<file path="src/rtl/sram_arbiter_pkg.sv">
// Shared types and constants for the audio SRAM arbiter (state encoding, requester
// indices, SRAM bus widths).
package sram_arb_pkg;

  localparam int REQ_CHOR = 0;
  localparam int REQ_DEL  = 1;
  localparam int REQ_LOOP = 2;

  localparam int ADDR_W = 20;
  localparam int DATA_W = 16;

  // IDLE encodes as zero so the debug state port reads 0 out of reset.
  typedef enum logic [2:0] {
    ST_IDLE  = 3'd0,
    ST_SETUP = 3'd1,
    ST_XFER  = 3'd2,
    ST_HOLD  = 3'd3,
    ST_CLEAR = 3'd4
  } state_t;

endpackage

</file>
<file path="src/rtl/sram_arbiter_rr.sv">
// Round-robin winner selection: the search starts one above i_last and wraps,
// returning a one-hot grant, its index and an any-request flag.
module rr_arbiter #(
  parameter int NREQ  = 3,
  parameter int IDX_W = 2
) (
  input  logic [NREQ-1:0]  i_req,
  input  logic [IDX_W-1:0] i_last,
  output logic [NREQ-1:0]  o_gnt,
  output logic [IDX_W-1:0] o_idx,
  output logic             o_any
);

  logic             w_hi_found;
  logic [IDX_W-1:0] w_hi_idx;
  logic [IDX_W-1:0] w_lo_idx;

  // Descending scans leave the lowest matching index in each half: above the
  // pointer first, then wrapped round to the bottom.
  always_comb begin
    w_hi_found = 1'b0;
    w_hi_idx   = '0;
    w_lo_idx   = '0;
    for (int i = NREQ - 1; i >= 0; i--) begin
      if (i_req[i]) begin
        if (i > int'(i_last)) begin
          w_hi_found = 1'b1;
          w_hi_idx   = IDX_W'(i);
        end else begin
          w_lo_idx = IDX_W'(i);
        end
      end
    end
  end

  always_comb begin
    o_any = |i_req;
    o_idx = w_hi_found ? w_hi_idx : w_lo_idx;
    o_gnt = o_any ? (NREQ'(1) << o_idx) : '0;
  end

endmodule

</file>
<file path="src/rtl/sram_arbiter.sv">
// Shares one async SRAM between NREQ audio requesters; every access is SETUP/XFER/HOLD.
// Optional power-up zero sweep is compiled in with the SRAM_ARB_CLEAR_EN macro.
module sram_arbiter
  import sram_arb_pkg::*;
#(
  parameter int NREQ        = 3,
  parameter int CLEAR_DEPTH = 1048576
) (
  input  logic                   i_AUD_BCLK,
  input  logic                   i_rst_n,
  input  logic [NREQ-1:0]        i_req,
  input  logic [NREQ-1:0]        i_we_n,
  input  logic [NREQ*ADDR_W-1:0] i_addr,
  input  logic [NREQ*DATA_W-1:0] i_wdata,
  output logic [NREQ-1:0]        o_gnt,
  output logic [NREQ-1:0]        o_ack,
  output logic [DATA_W-1:0]      o_rdata,
  output logic [ADDR_W-1:0]      o_SRAM_ADDR,
  output logic                   o_SRAM_WE_N,
  output logic                   o_dq_oe,
  output logic [DATA_W-1:0]      o_dq_out,
  input  logic [DATA_W-1:0]      i_dq_in,
  output logic                   o_busy,
  output logic                   o_clear_done,
  output state_t                 o_dbg_state
);

  // Handshake: a requester raises i_req with stable we_n/addr/wdata and keeps it
  // up until its o_ack pulse; the access is captured at selection, so dropping
  // i_req afterwards still completes the access and its o_ack.

  localparam int IDX_W = (NREQ > 1) ? $clog2(NREQ) : 1;

`ifdef SRAM_ARB_CLEAR_EN
  localparam state_t ST_RESET = ST_CLEAR;
`else
  localparam state_t ST_RESET = ST_IDLE;
`endif

  if (CLEAR_DEPTH < 1 || CLEAR_DEPTH > (1 << ADDR_W)) begin : g_bad_depth
    $error("sram_arbiter: CLEAR_DEPTH must lie in 1..2**ADDR_W");
  end

  state_t            r_state;
  state_t            w_state_nxt;
  logic [IDX_W-1:0]  r_win_idx;
  logic [NREQ-1:0]   r_win_gnt;
  logic [ADDR_W-1:0] r_addr;
  logic              r_we_n;
  logic [DATA_W-1:0] r_wdata;
  logic [DATA_W-1:0] r_rdata;
  logic              r_clear_done;

  logic [NREQ-1:0]   w_arb_mask;
  logic [NREQ-1:0]   w_arb_gnt;
  logic [IDX_W-1:0]  w_arb_idx;
  logic              w_arb_any;
  logic              w_load;
  logic              w_active;

`ifdef SRAM_ARB_CLEAR_EN
  // Clear phase: 0 = arm (bus quiet), 1 = setup, 2 = write strobe, 3 = hold.
  logic [1:0]        r_clr_ph;
  logic [ADDR_W-1:0] r_clr_addr;
  logic              w_clr_last;

  assign w_clr_last = (r_clr_addr == ADDR_W'(CLEAR_DEPTH - 1));
`endif

  // In HOLD the current winner is masked out: it only re-arbitrates from IDLE.
  assign w_arb_mask = (r_state == ST_HOLD) ? (i_req & ~r_win_gnt) : i_req;

  rr_arbiter #(
    .NREQ  (NREQ),
    .IDX_W (IDX_W)
  ) u_rr (
    .i_req  (w_arb_mask),
    .i_last (r_win_idx),
    .o_gnt  (w_arb_gnt),
    .o_idx  (w_arb_idx),
    .o_any  (w_arb_any)
  );

  always_ff @(posedge i_AUD_BCLK or negedge i_rst_n) begin
    if (!i_rst_n) begin
      r_state <= ST_RESET;
    end else begin
      r_state <= w_state_nxt;
    end
  end

  always_comb begin
    w_state_nxt = r_state;
    w_load      = 1'b0;
    case (r_state)
      ST_IDLE: begin
        if (w_arb_any) begin
          w_state_nxt = ST_SETUP;
          w_load      = 1'b1;
        end
      end
      ST_SETUP: w_state_nxt = ST_XFER;
      ST_XFER:  w_state_nxt = ST_HOLD;
      ST_HOLD: begin
        if (w_arb_any) begin
          w_state_nxt = ST_SETUP;
          w_load      = 1'b1;
        end else begin
          w_state_nxt = ST_IDLE;
        end
      end
      ST_CLEAR: begin
`ifdef SRAM_ARB_CLEAR_EN
        if (r_clr_ph == 2'd3 && w_clr_last) begin
          w_state_nxt = ST_IDLE;
        end
`else
        w_state_nxt = ST_IDLE;
`endif
      end
      default: w_state_nxt = ST_IDLE;
    endcase
  end

  // The winner's access is frozen here; the round-robin pointer is r_win_idx.
  always_ff @(posedge i_AUD_BCLK or negedge i_rst_n) begin
    if (!i_rst_n) begin
      r_win_idx <= IDX_W'(NREQ - 1);
      r_win_gnt <= '0;
      r_addr    <= '0;
      r_we_n    <= 1'b1;
      r_wdata   <= '0;
    end else if (w_load) begin
      r_win_idx <= w_arb_idx;
      r_win_gnt <= w_arb_gnt;
      r_addr    <= i_addr[int'(w_arb_idx)*ADDR_W +: ADDR_W];
      r_we_n    <= i_we_n[w_arb_idx];
      r_wdata   <= i_wdata[int'(w_arb_idx)*DATA_W +: DATA_W];
    end
  end

  always_ff @(posedge i_AUD_BCLK or negedge i_rst_n) begin
    if (!i_rst_n) begin
      r_rdata <= '0;
    end else if (r_state == ST_XFER && r_we_n) begin
      r_rdata <= i_dq_in;
    end
  end

`ifdef SRAM_ARB_CLEAR_EN
  always_ff @(posedge i_AUD_BCLK or negedge i_rst_n) begin
    if (!i_rst_n) begin
      r_clr_ph   <= 2'd0;
      r_clr_addr <= '0;
    end else if (r_state == ST_CLEAR) begin
      if (r_clr_ph == 2'd3) begin
        r_clr_ph <= 2'd1;
        if (!w_clr_last) begin
          r_clr_addr <= r_clr_addr + 1'b1;
        end
      end else begin
        r_clr_ph <= r_clr_ph + 2'd1;
      end
    end
  end
`endif

  always_ff @(posedge i_AUD_BCLK or negedge i_rst_n) begin
    if (!i_rst_n) begin
      r_clear_done <= 1'b0;
`ifdef SRAM_ARB_CLEAR_EN
    end else if (r_state == ST_CLEAR && w_state_nxt == ST_IDLE) begin
      r_clear_done <= 1'b1;
`else
    end else begin
      r_clear_done <= 1'b1;
`endif
    end
  end

  assign w_active = (r_state == ST_SETUP) || (r_state == ST_XFER) || (r_state == ST_HOLD);

  // Pins decode straight from the async-reset state, so reset quiets the bus at once.
  always_comb begin
    o_SRAM_ADDR = '0;
    o_SRAM_WE_N = 1'b1;
    o_dq_oe     = 1'b0;
    o_dq_out    = '0;
    o_gnt       = '0;
    o_ack       = '0;
    if (w_active) begin
      o_SRAM_ADDR = r_addr;
      o_dq_oe     = ~r_we_n;
      o_dq_out    = r_wdata;
      o_gnt       = r_win_gnt;
      if (r_state == ST_XFER && !r_we_n) begin
        o_SRAM_WE_N = 1'b0;
      end
      if (r_state == ST_HOLD) begin
        o_ack = r_win_gnt;
      end
    end
`ifdef SRAM_ARB_CLEAR_EN
    if (r_state == ST_CLEAR && r_clr_ph != 2'd0) begin
      o_SRAM_ADDR = r_clr_addr;
      o_dq_oe     = 1'b1;
      o_SRAM_WE_N = (r_clr_ph != 2'd2);
    end
`endif
  end

  assign o_rdata      = r_rdata;
  assign o_busy       = (r_state != ST_IDLE);
  assign o_clear_done = r_clear_done;
  assign o_dbg_state  = r_state;

endmodule

</file>
<file path="config.mk">
export PLATFORM = sky130hd
export DESIGN_NAME = sram_arbiter
export DESIGN_NICKNAME = d
export VERILOG_FILES = /design/src/rtl/sram_arbiter_pkg.sv /design/src/rtl/sram_arbiter_rr.sv /design/src/rtl/sram_arbiter.sv
export SDC_FILE = /design/constraint.sdc
export NUM_CORES = 1
export LEC_CHECK = 0
export CAP_MARGIN = 20
export CORE_MARGIN = 2
export CORE_UTILIZATION = 39
export DETAILED_ROUTE_END_ITERATION = 10
export PLACE_DENSITY = 0.79
export SYNTH_ARGS = -nofsm -noshare
export SYNTH_HDL_FRONTEND = slang
export SYNTH_SLANG_ARGS = --single-unit
</file>
<file path="constraint.sdc">
create_clock -name i_AUD_BCLK -period 2.56 [get_ports i_AUD_BCLK]
set_input_delay 0.512 -clock i_AUD_BCLK [delete_from_list [all_inputs] [get_ports i_AUD_BCLK]]
set_output_delay 0.512 -clock i_AUD_BCLK [all_outputs]
set_load 0.01 [all_outputs]
</file>
Word-level counts from Yosys, hierarchy flattened
Cells that the tools add are included.
- output and inout port bits: 65
- logic and storage cells: 62
- flip-flop bits (word level): 62
- multiplexer cells: 31
- magnitude comparators: 3
- reduce and logical (&&, ||, !) cells: 9
- $mul: 1
- equal/unequal tests: 4
- shift-type cells: 3
- bitwise gates (word level): 3
- operator list (operator ; count):
    60-bit by 8-bit variable part select with 20-bit output ; 1
    48-bit by 7-bit variable part select with 16-bit output ; 1
    2-bit 2-to-1 mux ; 10
    20-bit 2-to-1 mux ; 1
    3-bit 2-to-1 mux ; 6
    16-bit 2-to-1 mux ; 1
    3-bit one-hot mux with 4 select lines ; 1
    1-bit 2-to-1 mux ; 11
    3-bit by 2-bit == test with 1-bit output (second input constant) ; 2
    2-bit by 3-bit multiplier with 5-bit output (second input constant) ; 1
    3-bit bitwise AND ; 1
    3-bit by 1-bit == test with 1-bit output (second input constant) ; 1
    3-bit logical NOT ; 1
    2-bit by 3-bit less-than comparator with 1-bit output (second input constant) ; 1
    3-bit NOT ; 1
    3-bit nonzero test ; 1
    3-bit OR reduction ; 1
    1-bit by 2-bit left shift with 3-bit output (first input constant) ; 1
    1-bit binary-select mux with 2-bit select ; 1
    1-bit by 2-bit > comparator with 1-bit output (first input constant) ; 1
    2-bit > comparator (first input constant) ; 1
    1-bit logical AND ; 2
    1-bit logical OR ; 2
    2-bit by 1-bit != test with 1-bit output (second input constant) ; 1
    other kinds (3) ; 3

Longest topological paths before layout
Gate-level depths: netlist of the first run.
- depth in word-level cells: 10
- mapped depth: 8
- mapped depth without buffers: 6

By module
A second synthesis of the first run with hierarchy kept.
- cells, all modules: 375
- area total of the unflattened synthesis: 3557.2 um^2
- modules (own cells, without submodules) (module ; cells an instance ; times used ; sequential area each (um^2) ; area each (um^2)):
    sram_arbiter ; 363 ; 1 ; 1529.0 ; 3467.1
    rr_arbiter ; 12 ; 1 ; 0.0 ; 90.1

Worst setup path before layout of the first run
No wires, ideal clock.
- path kind: flip-flop to flip-flop
- start: reg r_state[0] (netlist: o_dbg_state[0])
- end: reg r_addr[2]
- setup slack: 0.593 ns
- period minus slack after synthesis: 1.967 ns
- required time: 2.421 ns
- stages on the path, launching flop included: 9
- arrival: 1.828 ns
- cell sequence: dfrtp_1 > ha_1 > and2_1 > nand2b_4 > a211o_1 > buf_6 > buf_12 > mux2i_1 > o221ai_2
- cells in the longest elaborated chain, start to end: 9
- elaborated cells between the ends (all ways): 20
- ends and longest elaborated chain (item ; line ; source):
    from (decl) ; sram_arbiter.sv:44 ; state_t r_state;
    from (signal assigned) ; sram_arbiter.sv:88 ; r_state <= w_state_nxt;
    3-bit by 2-bit == test with 1-bit output ; sram_arbiter.sv:71, sram_arbiter.sv:95 ;
    3-bit 2-to-1 mux ; sram_arbiter.sv:71 ; assign w_arb_mask = (r_state == ST_HOLD) ? (i_req & ~r_win_gnt) : i_req;
    2-bit 2-to-1 mux ; sram_arbiter_rr.sv:25 ; if (i_req[i]) begin
    2-bit 2-to-1 mux ; sram_arbiter_rr.sv:26 ; if (i > int'(i_last)) begin
    2-bit 2-to-1 mux (2 in series) ; sram_arbiter_rr.sv:25 ;
    2-bit 2-to-1 mux ; sram_arbiter_rr.sv:38 ; o_idx = w_hi_found ? w_hi_idx : w_lo_idx;
    2-bit by 3-bit multiplier with 5-bit output ; sram_arbiter.sv:136 ; r_addr <= i_addr[int'(w_arb_idx)*ADDR_W +: ADDR_W];
    60-bit by 8-bit variable part select with 20-bit output ; sram_arbiter.sv:136 ;
    to (signal assigned) ; sram_arbiter.sv:136 ;
    to (decl) ; sram_arbiter.sv:48 ; logic [ADDR_W-1:0] r_addr;
Several ways; a longest one is shown, not always the timed one.
A chain may end at the register's enable or synchronous reset.

Worst setup path in the final report of the first run
- start: reg r_state[1] (netlist: o_dbg_state[1])
- end: out o_SRAM_ADDR[2]
- cells in the longest elaborated chain, start to end: 4
- elaborated cells between the ends (all ways): 6
- ends and longest elaborated chain (item ; line ; source):
    3-bit by 1-bit == test with 1-bit output or 3-bit by 2-bit == test with 1-bit output (tied branches) ; sram_arbiter.sv:181 ; assign w_active = (r_state == ST_SETUP) || (r_state == ST_XFER) || (r_state == ST_HOLD);
    1-bit logical OR ; sram_arbiter.sv:181 ;
    1-bit logical OR (*) ; sram_arbiter.sv:181 ;
    20-bit 2-to-1 mux (*) ; sram_arbiter.sv:191 ; if (w_active) begin
    to (decl) ; sram_arbiter.sv:18 ; output logic [ADDR_W-1:0] o_SRAM_ADDR,
Every way passes the cells marked *; elsewhere a longest branch is shown, timed or not.

==> results of run 1 <==
synthesized netlist by cell type (all sizes together), types with 3 or more instances:
| cell type | count |
|---|---|
| and2 | 3 |
| buf | 11 |
| clkbuf | 12 |
| dfrtp | 59 |
| ha | 3 |
| inv | 43 |
| mux2 | 16 |
| mux2i | 37 |
| nand2 | 46 |
| nand2b | 3 |
| nor2 | 5 |
| nor2b | 40 |
| nor3 | 3 |
| o21ai | 4 |
| o221ai | 37 |
power by group:
| group | internal, mW | total [mW] | switching (mW) |
|---|---|---|---|
| registers | 1.48 | 1.73 | 0.252 |
| logic | 2.28 | 4.31 | 2.04 |
| clock network | 0.529 | 0.915 | 0.386 |
stage by stage:
stage | setup TNS [ns] | hold WS, ns | total power, mW | utilization | cell area [µm²]
floorplan | 0 | 0.216 | 4.16 | - | 3480
CTS | 0 | 0.114 | 7.03 | 0.666 | 5780
global route | -0.00119 | 0.142 | 7.45 | 0.668 | 5790
global placement | 0 | 0.459 | 5.95 | 0.640 | 5560
finish | 0 | 0.114 | 6.96 | 0.668 | 5790
detailed placement | 0 | 0.470 | 6.07 | 0.640 | 5560
worst max-delay path by stage:
stage,cells past startpoint,to,from,slack (ns)
floorplan,8,r_addr[2],o_dbg_state[0],0.59
finish,5,o_SRAM_ADDR[2],o_dbg_state[1],0.07
detailed placement,7,r_addr[3],i_req[2],0.11
CTS,5,o_SRAM_ADDR[9],o_dbg_state[1],0.03
global placement,7,r_addr[13],i_req[2],0.16
global route,5,o_SRAM_ADDR[9],o_dbg_state[1],-0.001
routing by layer:
layer | up-vias | GRT usage | wire length [µm]
met5 | - | 0 | 0
met4 | 0 | 0.0896 | 281
met3 | 25 | 0.0447 | 650
met2 | 126 | 0.392 | 5450
met1 | 1551 | 0.253 | 4100
li1 | 1550 | - | -
layout make-up:
class	count	area (µm²)
inverter	43	161
tap	108	135
timing repair buffer	206	2120
clock buffer	13	169
sequential	61	1530
clock inverter	3	42.5
multi-input combinational	213	1630
fill	690	2880
kinds of logic (layout without fill, tap and decap cells):
family / count (synthesis) / count (layout) / synth area share
and+or+nand+nor: 104 / 104 / 0.152
buffers and inverters: 66 / 265 / 0.0988
DFF: 61 / 61 / 0.439
muxes: 53 / 53 / 0.158
AOI/OAI and AO/OA: 51 / 51 / 0.139
adders and majority gates: 3 / 3 / 0.0108
other: 2 / 2 / 0.00216
registers in the layout, indices dropped and copies added, names as in the netlist:
name	flops
r_wdata	16
r_we_n	1
r_addr	20
r_win_idx	2
r_win_gnt	3
o_rdata	16
o_dbg_state	2
o_clear_done	1
worst max-delay path: cells and delay by family, from the launching register on:
kind / cells / cell delay (ns)
and+or+nand+nor: 1 / 0.16
buffers and inverters: 3 / 0.84
DFF: 1 / 0.40
adders and majority gates: 1 / 0.24
timing repair:
item | 4_1_cts | 5_1_grt
hold endpoints to repair | 0 | 0
endpoints found under the setup margin | 27 | 8
gates resized for setup | 1 | 3
setup buffers | 0 | 1
==> results.toml, run 1 <==
[critical_path]
path_class = "register to output pin"
worstReg2RegStart = "o_dbg_state[0]"
crit_required_ns = 2.05
max_stage_delay_ns = 0.56
cp.arrival_ns = 1.98
critical-path-slowest-cell = "clkdlybuf4s50_1"
crit_path_start_kind = "register"
end_kind = "output pin"
path_cells = "inv_1 -> ha_4 -> buf_12 -> nor2b_1 -> clkdlybuf4s50_1"
r2r-end = "r_addr[3]"
cp_max_fo = 29
ff2ff_setup_slack_ns = 0.47
reg2reg_depth = 7

[place]
gp_congestion = 0.805
dp_slack_ns = 0.105
dp.cells = 630
portBuffers = 195
dp_hpwl_mm = 7.88

[synthesis]
syn-mean-instance-area_um2 = 10.2
syn_nets = 475
synth.area.top_cells = "dfrtp_1 42%, mux2i_1 11%, nor2b_1 7.2%"
synthesis.area_um2 = 3480
async_flop_share = 1.00
netlist_instances = 340
ys_ff_latch = 61
yosysTopAreaCell = "dfrtp_1"
netlist.area_leader.share = 0.424
synth_edf_count = 0
ys_types = 35
synth_warnings = 0
yosysSeqAreaShare = 0.439
synthFlopType = "dfrtp_1"

[final_layout]
layout.cells.most_common = "clkdlybuf4s50_1"
layout-drive-gt1-share = 0.0798
area_delta_synth_final_pct = 66.5
final_cell_mix = "191 x clkdlybuf4s50_1, 59 x dfrtp_1, 46 x nand2_1, 43 x inv_1, 40 x nor2b_1"
finalNonFillerCells = 647
layout.nets = 669
antenna_cells = 0

[timing]
fin_ws_ns = 0.0652
hold_viol_final = 0
period_needed_ns = 2.49
period_share = 0.975
finalSetupViolCount = 0
timing.fmax_mhz = 401
slew-limit-headroom = 0.528
drv_slew = 0
tightest_slew_ns = 0.706
worst_clock_skew_ns = 0.0119

[job]
maxCapViolCount = 0

[global_route]
grt.total_usage = 0.218
grt_max_degree = 45
grt_pass1_vias = 3480
grt_overflow = 0
grt_pass1_wl_mm = 17.1
antenna_found_initial = 0

[power_and_ir_drop]
vdd_drop_max_uv = 697
power_per_cell_area_nw_per_um2 = 1200
power_leakage_nw = 2.68

[clock_network]
clk_pin_slew_worst_paths_ns = 0.07
cts_made_buffers = 9
cts_tree = "yes"
clock_sinks = 61
clk_path_buf_depth = 2
root_buffer = "clkbuf_8"
insertion_delay_ns = 0.34
htreeDepth = 3
ctsHoldBuffers = 0

[floorplan]
start_util = 0.401
die_h_um = 98.5
die-area_um2 = 9700
core_area_um2 = 8680
num_rows = 34
ios = 197
die_w_um = 98.5

[worst_hold_path]
hold_class = "primary input to async pin"

[routing]
vias = 3252
dr.pass1.iters = 4
avgRoutedWirePerCell_um = 16.2
drc = 0
viasPerCell = 5.03
antenna_left = 0
drt_wl_total_mm = 10.5
drt_iter0_drc = 91

[status]
outcome = "finished clean"
No activity file was read; power rests on OpenSTA's default activity.
==> inputs of run 2 (changes only) <==
Settings changed: GPL_ROUTABILITY_DRIVEN set to 0.
==> results of run 2 <==
Final layout, timing and power as in run 1 (identical DEF).
==> inputs of run 3 (changes only) <==
--- a/config.mk
+++ b/config.mk
@@ -8,7 +8,9 @@
 export CAP_MARGIN = 20
+export CORE_ASPECT_RATIO = 0.8
 export CORE_MARGIN = 2
-export CORE_UTILIZATION = 39
+export CORE_UTILIZATION = 40
+export CTS_BUF_LIST = sky130_fd_sc_hd__clkbuf_4
 export DETAILED_ROUTE_END_ITERATION = 10
 export GPL_ROUTABILITY_DRIVEN = 0
-export PLACE_DENSITY = 0.79
+export PLACE_DENSITY = 0.8
 export SYNTH_ARGS = -nofsm -noshare
--- a/constraint.sdc
+++ b/constraint.sdc
@@ -3,2 +3,2 @@
 set_output_delay 0.512 -clock i_AUD_BCLK [all_outputs]
-set_load 0.01 [all_outputs]
+set_load 0.1 [all_outputs]
==> results.toml, run 3 (same netlist as run 1, synthesis figures left out) <==
[critical_path]
crit_required_ns = 2.05
cp.arrival_ns = 1.87
path_class = "register to output pin"
end_kind = "output pin"
cp_max_fo = 13
crit_path_start_kind = "register"

[job]
maxCapViolCount = 0

[final_layout]
layout.cells.most_common = "clkdlybuf4s50_1"
finalNonFillerCells = 656
top_register = "r_addr"
final_cell_mix = "130 x clkdlybuf4s50_1, 57 x dfrtp_1, 47 x buf_12, 45 x nand2_1, 43 x inv_1"
largest_reg_flops = 20
layout-drive-gt1-share = 0.289
n_fill_cell = 613
area_delta_synth_final_pct = 79.0
antenna_cells = 0
fin_util = 0.735
layout.nets = 674

[routing]
drt_wl_total_mm = 11.6
dr.pass1.iters = 4
viasPerCell = 5.13
drc = 0
drt_iter0_drc = 101
vias = 3364
avgRoutedWirePerCell_um = 17.6
antenna_left = 0

[place]
dp.cells = 640
dp_slack_ns = 0.0545
dp_hpwl_mm = 8.83
portBuffers = 195

[floorplan]
ios = 197
start_util = 0.410
core_area_um2 = 8480
die_h_um = 87.4
die-area_um2 = 9470
num_rows = 30
die_w_um = 108

[timing]
slew-limit-headroom = 0.448
finalSetupViolCount = 0
fin_ws_ns = 0.178
rsz0062_at_grt = "no"
tightest_slew_ns = 0.828
hold_viol_final = 0
period_needed_ns = 2.38
period_share = 0.930
drv_slew = 0
worst_clock_skew_ns = 0.0130
timing.fmax_mhz = 420

[clock_network]
clk_pin_slew_worst_paths_ns = 0.11
ctsHoldBuffers = 0
root_buffer = "clkbuf_4"
insertion_delay_ns = 0.40
clk_path_buf_depth = 2
htreeDepth = 3
cts_tree = "yes"
clock_sinks = 61
cts_made_buffers = 9

[worst_hold_path]
hold_class = "primary input to async pin"

[global_route]
grt.total_usage = 0.245
grt_pass1_wl_mm = 17.8
grt_overflow = 0
grt_pass1_vias = 3644
antenna_found_initial = 0
grt_max_degree = 35

[status]
outcome = "finished clean"
run 3: cell count changes in the layout (fill, tap and decap cells not counted), sizes merged:
| cell | before | now |
|---|---|---|
| clkbuf | 13 | 9 |
| buf | 12 | 81 |
| dlymetal6s2s | 3 | 0 |
| clkinvlp | 1 | 2 |
| clkinv | 1 | 4 |
| clkdlybuf4s50 | 191 | 130 |
run 3: worst paths after layout:
| kind | startpoint | to | slack [ns] | cells after the start |
|---|---|---|---|---|
| worst max register to register | o_dbg_state[0] | r_addr[1] | 0.47 | 7 |
| max in group asynchronous | i_rst_n | o_rdata[7] | 1.63 | 2 |
| worst max-delay path | o_dbg_state[1] | o_SRAM_ADDR[1] | 0.18 | 5 |
| min in group i_AUD_BCLK | r_addr[14] | r_addr[14] | 0.50 | 2 |
| worst min-delay path | i_rst_n | r_addr[5] | 0.20 | 1 |
| worst min register to register | r_addr[14] | r_addr[14] | 0.50 | 2 |
run 3: what timing repair did:
item	in CTS	in global routing
resized for setup	1	0
setup endpoints to repair	1	0
buffers inserted	0	0
endpoints found under the hold margin	0	0
run 3: through the flow:
step	instance area [µm²]	TNS (ns)	hold slack, ns
3_5_place_dp	6080	0	0.468
6_report	6230	0	0.200
3_3_place_gp	6080	0	0.459
4_1_cts	6230	0	0.196
2_1_floorplan	3610	-3.58	0.216
5_1_grt	6230	0	0.228
run 3: cell type report:
| class | count | area, µm² | share of cell area |
|---|---|---|---|
| Inverter | 43 | 161 | 0.0259 |
| Timing Repair Buffer | 211 | 2490 | 0.400 |
| Clock buffer | 9 | 67.6 | 0.0108 |
| Sequential cell | 61 | 1540 | 0.247 |
| Clock inverter | 7 | 76.3 | 0.0122 |
| Multi-Input combinational cell | 213 | 1760 | 0.282 |
| Tap cell | 112 | 140 | 0.0225 |
run 3: worst max-delay path, stage by stage, from the launching register on:
cell	delay, ns
dfrtp_4	0.51
inv_1	0.13
ha_4	0.30
buf_4	0.27
nor2b_2	0.09
buf_12	0.17
run 3: layer usage:
metal / vias to the layer above / GRT usage / wire length, µm
met2: 163 / 0.439 / 5850
met5: - / 0 / 0
met3: 24 / 0.0755 / 1050
met4: 0 / 0.0862 / 254
met1: 1617 / 0.278 / 4400
li1: 1560 / - / -
Power of run 3 is not shown: default switching activity piles up to over one toggle a cycle in this logic, so the estimate is an artifact.
